### src/rtl/lfsr_pkg.sv
// Shared types and constants for the LFSR scheduler slice.
package lfsr_pkg;
  localparam int LFSR_W = 4;
  localparam logic [LFSR_W-1:0] ZERO_SEED_SUB = 4'b1000;

  typedef enum logic [1:0] {IDLE, LOAD, SHIFT, DONE} state_t;

  // Index width for n requesters, never below one bit.
  function automatic int idx_w(input int n);
    return (n > 1) ? $clog2(n) : 1;
  endfunction
endpackage

### src/rtl/lfsr_sched_if.sv
// Requester-side bus of the LFSR scheduler: requests in, grant/completion out.
interface lfsr_sched_if
  import lfsr_pkg::*;
#(
  parameter int NREQ  = 2,
  parameter int CNT_W = 4
);
  localparam int IDX_W = idx_w(NREQ);

  logic [NREQ-1:0]        req;
  logic [LFSR_W*NREQ-1:0] seed;
  logic [CNT_W*NREQ-1:0]  nshift;
  logic [NREQ-1:0]        gnt;
  logic                   busy;
  logic                   done;
  logic [IDX_W-1:0]       done_id;
  logic [LFSR_W-1:0]      result;
  logic                   err_zero_seed;

  modport master (
    output req, seed, nshift,
    input  gnt, busy, done, done_id, result, err_zero_seed
  );

  modport slave (
    input  req, seed, nshift,
    output gnt, busy, done, done_id, result, err_zero_seed
  );
endinterface

### src/rtl/lfsr_sched_rr_arb.sv
// Combinational round-robin picker: first set request at or after the pointer.
module rr_arb
  import lfsr_pkg::*;
#(
  parameter int NREQ  = 2,
  parameter int IDX_W = idx_w(NREQ)
) (
  input  logic [NREQ-1:0]  i_req,
  input  logic [IDX_W-1:0] i_ptr,
  output logic [NREQ-1:0]  o_gnt,
  output logic [IDX_W-1:0] o_idx,
  output logic             o_vld
);
  logic [IDX_W:0]   w_sum;
  logic [IDX_W-1:0] w_j;
  logic             w_found;

  always_comb begin
    o_gnt   = '0;
    o_idx   = '0;
    w_found = 1'b0;
    w_sum   = '0;
    w_j     = '0;
    for (int k = 0; k < NREQ; k++) begin
      // Wrap ptr+k back into 0..NREQ-1 without a modulo operator.
      w_sum = {1'b0, i_ptr} + (IDX_W+1)'(k);
      if (w_sum >= (IDX_W+1)'(NREQ))
        w_sum = w_sum - (IDX_W+1)'(NREQ);
      w_j = w_sum[IDX_W-1:0];
      if (!w_found && i_req[w_j]) begin
        w_found  = 1'b1;
        o_gnt[w_j] = 1'b1;
        o_idx    = w_j;
      end
    end
    o_vld = w_found;
  end
endmodule

### src/rtl/lfsr_sched.sv
// Arbitrates requesters onto one shared 4-bit shift register: load seed,
// shift N times, return the register value with a completion pulse.
module lfsr_sched
  import lfsr_pkg::*;
#(
  parameter int NREQ  = 2,
  parameter int CNT_W = 4
) (
  input  logic              clk,
  input  logic              rst,
  lfsr_sched_if.slave       bus,
  output logic              sr_load,
  output logic [LFSR_W-1:0] sr_d,
  output logic              sr_shift_en,
  input  logic [LFSR_W-1:0] sr_q
);
  localparam int IDX_W = idx_w(NREQ);
  localparam logic [IDX_W-1:0] LAST_IDX = IDX_W'(NREQ - 1);

  state_t            r_state, w_nxt;
  logic [IDX_W-1:0]  r_ptr, r_id, r_done_id;
  logic [LFSR_W-1:0] r_seed, r_result;
  logic [CNT_W-1:0]  r_cnt;

  logic [NREQ-1:0]   w_arb_gnt;
  logic [IDX_W-1:0]  w_arb_idx;
  logic              w_arb_vld;
  logic              w_take;
  logic [LFSR_W-1:0] w_seed_sel;
  logic [CNT_W-1:0]  w_cnt_sel;

  rr_arb #(.NREQ(NREQ), .IDX_W(IDX_W)) u_arb (
    .i_req (bus.req),
    .i_ptr (r_ptr),
    .o_gnt (w_arb_gnt),
    .o_idx (w_arb_idx),
    .o_vld (w_arb_vld)
  );

  // Grant is combinational from req, so suppress it while rst is held.
  assign w_take     = (r_state == IDLE) && w_arb_vld && !rst;
  assign w_seed_sel = bus.seed[w_arb_idx*LFSR_W +: LFSR_W];
  assign w_cnt_sel  = bus.nshift[w_arb_idx*CNT_W +: CNT_W];

  always_comb begin
    w_nxt             = r_state;
    bus.gnt           = '0;
    bus.err_zero_seed = 1'b0;
    bus.busy          = (r_state != IDLE);
    bus.done          = 1'b0;
    sr_load           = 1'b0;
    sr_d              = '0;
    sr_shift_en       = 1'b0;
    case (r_state)
      IDLE: if (w_take) begin
        bus.gnt           = w_arb_gnt;
        bus.err_zero_seed = (w_seed_sel == '0);
        w_nxt             = LOAD;
      end
      LOAD: begin
        sr_load = 1'b1;
        sr_d    = r_seed;
        w_nxt   = (r_cnt == '0) ? DONE : SHIFT;
      end
      SHIFT: begin
        sr_shift_en = 1'b1;
        if (r_cnt == CNT_W'(1)) w_nxt = DONE;
      end
      DONE: begin
        bus.done = 1'b1;
        w_nxt    = IDLE;
      end
      default: w_nxt = IDLE;
    endcase
  end

  // Show the job's index during the done pulse, then the held copy.
  assign bus.done_id = (r_state == DONE) ? r_id : r_done_id;
  assign bus.result  = r_result;

  always_ff @(posedge clk) begin
    if (rst) begin
      r_state   <= IDLE;
      r_ptr     <= '0;
      r_id      <= '0;
      r_done_id <= '0;
      r_seed    <= '0;
      r_result  <= '0;
      r_cnt     <= '0;
    end else begin
      r_state <= w_nxt;
      case (r_state)
        IDLE: if (w_take) begin
          r_seed <= (w_seed_sel == '0) ? ZERO_SEED_SUB : w_seed_sel;
          r_cnt  <= w_cnt_sel;
          r_id   <= w_arb_idx;
          r_ptr  <= (w_arb_idx == LAST_IDX) ? '0 : w_arb_idx + 1'b1;
        end
        SHIFT: r_cnt <= r_cnt - 1'b1;
        DONE: begin
          r_result  <= sr_q;
          r_done_id <= r_id;
        end
        default: ;
      endcase
    end
  end
endmodule

### src/flat_wrapper.sv
// flat-port wrapper written by rule: the top's interface ports become plain ports
module lfsr_sched_flat import lfsr_pkg::*;
#(
  parameter int NREQ  = 2,
  parameter int CNT_W = 4
)
  (clk, rst, sr_load, sr_d, sr_shift_en, sr_q, bus_req, bus_seed, bus_nshift, bus_gnt, bus_busy, bus_done, bus_done_id, bus_result, bus_err_zero_seed);
  lfsr_sched_if #(.NREQ(NREQ), .CNT_W(CNT_W)) bus_i ();
  input  logic clk;
  input  logic rst;
  output logic sr_load;
  output logic [LFSR_W-1:0] sr_d;
  output logic sr_shift_en;
  input  logic [LFSR_W-1:0] sr_q;
  input wire logic [$bits(bus_i.req)-1:0] bus_req;
  input wire logic [$bits(bus_i.seed)-1:0] bus_seed;
  input wire logic [$bits(bus_i.nshift)-1:0] bus_nshift;
  output wire logic [$bits(bus_i.gnt)-1:0] bus_gnt;
  output wire logic [$bits(bus_i.busy)-1:0] bus_busy;
  output wire logic [$bits(bus_i.done)-1:0] bus_done;
  output wire logic [$bits(bus_i.done_id)-1:0] bus_done_id;
  output wire logic [$bits(bus_i.result)-1:0] bus_result;
  output wire logic [$bits(bus_i.err_zero_seed)-1:0] bus_err_zero_seed;
  assign bus_i.req = bus_req;
  assign bus_i.seed = bus_seed;
  assign bus_i.nshift = bus_nshift;
  assign bus_gnt = bus_i.gnt;
  assign bus_busy = bus_i.busy;
  assign bus_done = bus_i.done;
  assign bus_done_id = bus_i.done_id;
  assign bus_result = bus_i.result;
  assign bus_err_zero_seed = bus_i.err_zero_seed;
  lfsr_sched #(.NREQ(NREQ), .CNT_W(CNT_W)) u_core (.clk(clk), .rst(rst), .bus(bus_i), .sr_load(sr_load), .sr_d(sr_d), .sr_shift_en(sr_shift_en), .sr_q(sr_q));
endmodule
### config.mk
export PLATFORM = sky130hd
export DESIGN_NAME = lfsr_sched_flat
export DESIGN_NICKNAME = d
export VERILOG_FILES = /design/src/rtl/lfsr_pkg.sv /design/src/rtl/lfsr_sched_if.sv /design/src/rtl/lfsr_sched_rr_arb.sv /design/src/rtl/lfsr_sched.sv /design/src/flat_wrapper.sv
export SDC_FILE = /design/constraint.sdc
export NUM_CORES = 1
export LEC_CHECK = 0
export BUFFER_PORTS_ARGS = -buffer_cell sky130_fd_sc_hd__buf_2
export CORE_AREA = 2 2 55 57
export CTS_CLUSTER_DIAMETER = 150
export DETAILED_ROUTE_END_ITERATION = 8
export DIE_AREA = 0 0 57 59
export HOLD_SLACK_MARGIN = 0.02
export PLACE_DENSITY = 0.74
export SYNTH_ARGS = -nofsm -noshare
export SYNTH_HDL_FRONTEND = slang
export SYNTH_HIERARCHICAL = 1
export SYNTH_SLANG_ARGS = --single-unit
### constraint.sdc
create_clock -name clk -period 2.3 [get_ports clk]
set_input_delay 0.46 -clock clk [delete_from_list [all_inputs] [get_ports clk]]
set_output_delay 0.46 -clock clk [all_outputs]
set_load 0.05 [all_outputs]
Yosys cells after proc, flatten, opt, wreduce, memory -nomap -nowiden
Cells that the tools add are included.
{"block": "word_totals", "ff_bits": 17, "wordCells": 75}
{"block": "op_classes", "n_addsub": 5, "order_cmp": 6, "eq_ne": 6, "shifts": 2, "mux": 33, "n_bitwise": 1, "n_reduce_logical": 15}
{"operator": "$mux 1", "count": 20}
{"operator": "$shiftx 8x4->4", "count": 2}
{"operator": "$mux 2", "count": 6}
{"operator": "$mux 4", "count": 3}
{"operator": "$logic_not 4->1", "count": 2}
{"operator": "$pmux 2 s4", "count": 1}
{"operator": "$pmux 4 s2", "count": 1}
{"operator": "$reduce_and 2->1", "count": 3}
{"operator": "$logic_and 1x1->1", "count": 5}
{"operator": "$eq 2x2->1 const B", "count": 2}
{"operator": "$eq 4x1->1 const B", "count": 1}
{"operator": "$lt 1x2->1 const B", "count": 2}
{"operator": "$ne 2x1->1 const B", "count": 2}
{"operator": "$reduce_bool 2->1", "count": 2}
{"operator": "$sub 4x1->4 const B", "count": 1}
{"operator": "$add 1x1->2 const B", "count": 1}
{"operator": "$demux 1 s1", "count": 2}
{"operator": "$eq 2x1->1 const B", "count": 1}
{"operator": "$ge 1x1->1 const B", "count": 2}
{"operator": "$ge 1x2->1 const B", "count": 1}
{"operator": "$ge 2x2->1 const B", "count": 1}
{"operator": "$logic_not 1->1", "count": 2}
{"operator": "$logic_not 2->1", "count": 1}
{"operator": "$or 2x2->2", "count": 1}
{"operator": "other kinds (2)", "count": 3}

Longest topological paths before layout
{"block": "depth", "depth_word": 12, "depth_mapped": 6, "mapped_depth_nobuf": 5}

Hierarchy
The synthesis kept the hierarchy.
{"module": "lfsr_sched", "instances": 1, "cells_per_inst": 114, "area_per_inst_um2": 1017.2}
{"module": "rr_arb", "instances": 1, "cells_per_inst": 5, "area_per_inst_um2": 32.5}

Least setup slack after synthesis
Ideal clock, no wire load.
{"block": "synth_path", "path_kind": "input to output", "start": "input bus_req[1]", "end": "output bus_err_zero_seed", "t_arrival_ns": 1.798, "slack_ns": 0.042, "path_stages": 4, "path_buffers": 1, "path_cell_list": "a21boi_0 > buf_2 > a22oi_1 > nor2_1"}
{"block": "synth_between", "elab_chain_cells": 10}
{"element": "from (decl)", "line": "flat_wrapper.sv:15", "source": "input wire logic [$bits(bus_i.req)-1:0] bus_req;"}
{"element": "$mux 1 (not written as such) (2 in series)", "line": "lfsr_sched_rr_arb.sv:30", "source": "if (!w_found && i_req[w_j]) begin"}
{"element": "$mux 1", "line": "lfsr_sched_rr_arb.sv:30"}
{"element": "$logic_not 1->1", "line": "lfsr_sched_rr_arb.sv:30"}
{"element": "$logic_and 1x1->1", "line": "lfsr_sched_rr_arb.sv:30"}
{"element": "$mux 1", "line": "lfsr_sched_rr_arb.sv:30"}
{"element": "$shiftx 8x4->4 / $logic_and 1x1->1 (equally long branches)", "line": "lfsr_sched.sv:42, lfsr_sched.sv:41"}
{"element": "$logic_not 4->1 / $logic_and 1x1->1 (equally long branches)", "line": "lfsr_sched.sv:57, lfsr_sched.sv:41"}
{"element": "$mux 1 (*)", "line": "lfsr_sched.sv:55", "source": "IDLE: if (w_take) begin"}
{"element": "$mux 1 (*)", "line": "lfsr_sched.sv:54", "source": "case (r_state)"}
{"element": "to (decl)", "line": "flat_wrapper.sv:23", "source": "output wire logic [$bits(bus_i.err_zero_seed)-1:0] bus_err_zero_seed;"}
Mark *: on every way between the ends. The rest lies on a longest branch, timed or not. The select of a mux whose other input is x is not followed.

Worst setup path in the final report
{"block": "layout_path", "start": "register u_core.r_state[1]", "end": "output bus_done_id"}
{"block": "layout_between", "elab_chain_cells": 2}
{"element": "from (decl)", "line": "lfsr_sched.sv:20", "source": "state_t r_state, w_nxt;"}
{"element": "from (signal assigned)", "line": "lfsr_sched.sv:91", "source": "r_state <= w_nxt;"}
{"element": "$eq 2x2->1", "line": "lfsr_sched.sv:78", "source": "assign bus.done_id = (r_state == DONE) ? r_id : r_done_id;"}
{"element": "$mux 1"}
{"element": "to (decl)", "line": "flat_wrapper.sv:21", "source": "output wire logic [$bits(bus_i.done_id)-1:0] bus_done_id;"}
No other way between the ends.

==> results.json <==
{
  "initial_core_util": 0.3874,
  "syn_area_um2": 1050,
  "drt_iter0_markers": 26,
  "cts_sinks": 17,
  "rsz0062_at_grt": "no",
  "fmax_ghz": 0.4695,
  "finalClockSkew_ns": 0.001500,
  "cts_made_buffers": 3,
  "relSlewSlack": 0.7468,
  "status": "complete, no violations",
  "intPower_mw": 0.7231,
  "finalPower_mw": 1.356,
  "synth_ff_type": "dfxtp_1",
  "fin_setup_tns_ns": 0,
  "grt_pass1_vias": 955,
  "setup_viol": 0,
  "worst_slew_pin_slew_ns": 0.3799,
  "whs_ns": 0.4069,
  "ir_worst_vdd_mv": 0.6186,
  "dp_hpwl_um": 1966,
  "cts_tree": "yes",
  "muxShareOfSynthArea": 0.1395,
  "synth_cells": 119,
  "rows": 19,
  "max_cap_viol_count": 0,
  "finalCritPeriodShare": 0.9260,
  "die_h_um": 59,
  "synth_compound_area_frac": 0.1788,
  "synth.most_common_cell": "dfxtp_1",
  "synth.ff_latch_count": 17,
  "drive_above_1_share": 0.3459,
  "place_congestion": 0.8550,
  "clock_latency_ns": 0.29,
  "finalHoldViolCount": 0,
  "ys_warn_count": 6,
  "routedWlPerCell_um": 13.16,
  "reg2regPathDepth": 6,
  "postPlaceCellArea_um2": 1270,
  "synth_edf_count": 0,
  "fin_cells": 190,
  "synth_adder_area_share": 0.07151,
  "async_flop_share": 0,
  "yosysSeqAreaShare": 0.3242,
  "synthTopCellsByCount": "17 x dfxtp_1, 12 x nor2_1, 9 x inv_1, 9 x mux2i_1",
  "clkPwrFrac": 0.120,
  "worst_setup_path_end_kind": "output pin",
  "diodes": 0,
  "syn-num-nets": 149,
  "syn_area_per_cell_um2": 8.821,
  "synth_top_family_by_area": "simple AND/OR/NAND/NOR gates",
  "leakagePower_nw": 0.6049,
  "crit_fanout": 6,
  "antenna_left": 0,
  "nNetsFinal": 190,
  "power_switching_mw": 0.6328,
  "clockBufferDepth": 2,
  "area_growth_pct": 23.60,
  "synth-xor-area-share": 0,
  "cts-root-buf": "clkbuf_4",
  "fillers": 285,
  "dp_cells": 186,
  "pwr-share-comb": 0.550,
  "arrival_ns": 1.67,
  "yosys.area_share.simple": 0.2193,
  "h-tree-depth": 1,
  "synth_top_area_cell": "dfxtp_1",
  "drt_pre_antenna_iters": 4,
  "viasPerCell": 5.237,
  "critPathRequiredTime_ns": 1.84,
  "yosysUniqueCellTypes": 33,
  "switching_share": 0.4667,
  "min_delay_path_depth": 3,
  "routed_wl_um": 2500,
  "drc_errors": 0,
  "antenna_found_initial": 0,
  "grt_max_degree": 22,
  "synth_area_leaders": "dfxtp_1 32%, mux2i_1 8.6%, ha_1 7.2%, mux2_2 5.4%, nor2_1 4.3%",
  "grt_pass1_wl_um": 4209,
  "path_clk_slew_ns": 0.10,
  "ctsHoldBuffers": 0,
  "vias": 995,
  "dieArea_um2": 3363,
  "io_buffers": 39,
  "hp-class": "input pin to register",
  "overflow": 0,
  "grt_usage": 0.1611,
  "layout_min_cycle_time_ns": 2.130,
  "fin_area_um2": 1297,
  "criticalPathCategory": "register to output pin",
  "critPathLaunchType": "register",
  "drv_slew": 0,
  "pwr-share-seq": 0.331,
  "io_pins": 40,
  "coreArea_um2": 2710,
  "fp.dieW_um": 57,
  "power.density_nw_per_um2": 1045,
  "synth_top_cell_area_share": 0.3242
}
registers in the layout, indices dropped and copies added, names as in the netlist:
signal,cells
u_core/r_seed,4
u_core/r_state,2
u_core/r_cnt,4
u_core/r_done_id,1
u_core/r_ptr,1
u_core/bus.result,4
u_core/r_id,1
through the flow:
step	setup WS (ns)	utilization
after global placement	0.2576	0.4686
after global routing	0.07023	0.4788
after detailed placement	0.1613	0.4686
after floorplan	0.04210	-
final	0.1702	0.4788
after CTS	0.02225	0.4788
layer usage:
| layer | global-route usage | share of wire | vias up |
|---|---|---|---|
| li1 | - | - | 499 |
| met1 | 0.1914 | 0.45 | 454 |
| met2 | 0.2742 | 0.47 | 36 |
| met3 | 0.04585 | 0.069 | 6 |
| met4 | 0.06645 | 0.014 | 0 |
| met5 | 0 | 0 | - |
worst max-delay path, stage by stage (launching register included):
cell     delay [ns]
dfxtp_1        0.42
ha_1           0.36
mux2_2         0.38
buf_2          0.21
power by group through the flow:
stage	clock network [mW]	logic (mW)	registers [mW]
finish	0.162	0.745	0.449
global route	0.190	0.809	0.465
CTS	0.170	0.745	0.448
detailed placement	0	0.740	0.455
global placement	0	0.718	0.449
floorplan	0	0.561	0.461
cells by family (layout without fill, tap and decap cells):
kind of cell	after synthesis	after routing
flip-flops	17	17
buffers and inverters	15	55
AND/OR/NAND/NOR	42	42
AO/OA/AOI/OAI	25	25
multiplexers	14	14
adder cells (fa/ha/maj)	6	6
layout make-up:
cell class / instances / area (um2) / area share
clock inverter: 1 / 5.005 / 0.003857
timing repair buffer: 42 / 217.7 / 0.1678
sequential: 17 / 340.3 / 0.2623
tap: 31 / 38.79 / 0.02989
multi-input combinational: 87 / 639.4 / 0.4928
inverter: 9 / 33.78 / 0.02604
clock buffer: 3 / 22.52 / 0.01736
repair_timing:
action                     4_1_cts  5_1_grt
resized for setup                0        1
buffers inserted                 0        0
setup endpoints to repair        0        1
layout by cell type (no fill, tap or decap), drive strengths merged, types with 3 or more instances in the layout:
cell	instances
a211oi	3
a21boi	3
a21oi	3
a2bb2oi	3
and2	7
buf	42
clkbuf	3
dfxtp	17
ha	6
inv	9
mux2	5
mux2i	9
nand2	7
nand2b	4
nor2	12
o21ai	4
final timing paths:
path / start / slack [ns] / to
max reg2reg: u_core/r_ptr / 0.54 / u_core/r_cnt[3]
max: u_core/r_state[1] / 0.17 / bus_done_id
min: sr_q[1] / 0.41 / u_core/bus.result[1]
min reg2reg: u_core/r_id / 0.48 / u_core/r_id
Power figures use the tool's default switching activity.
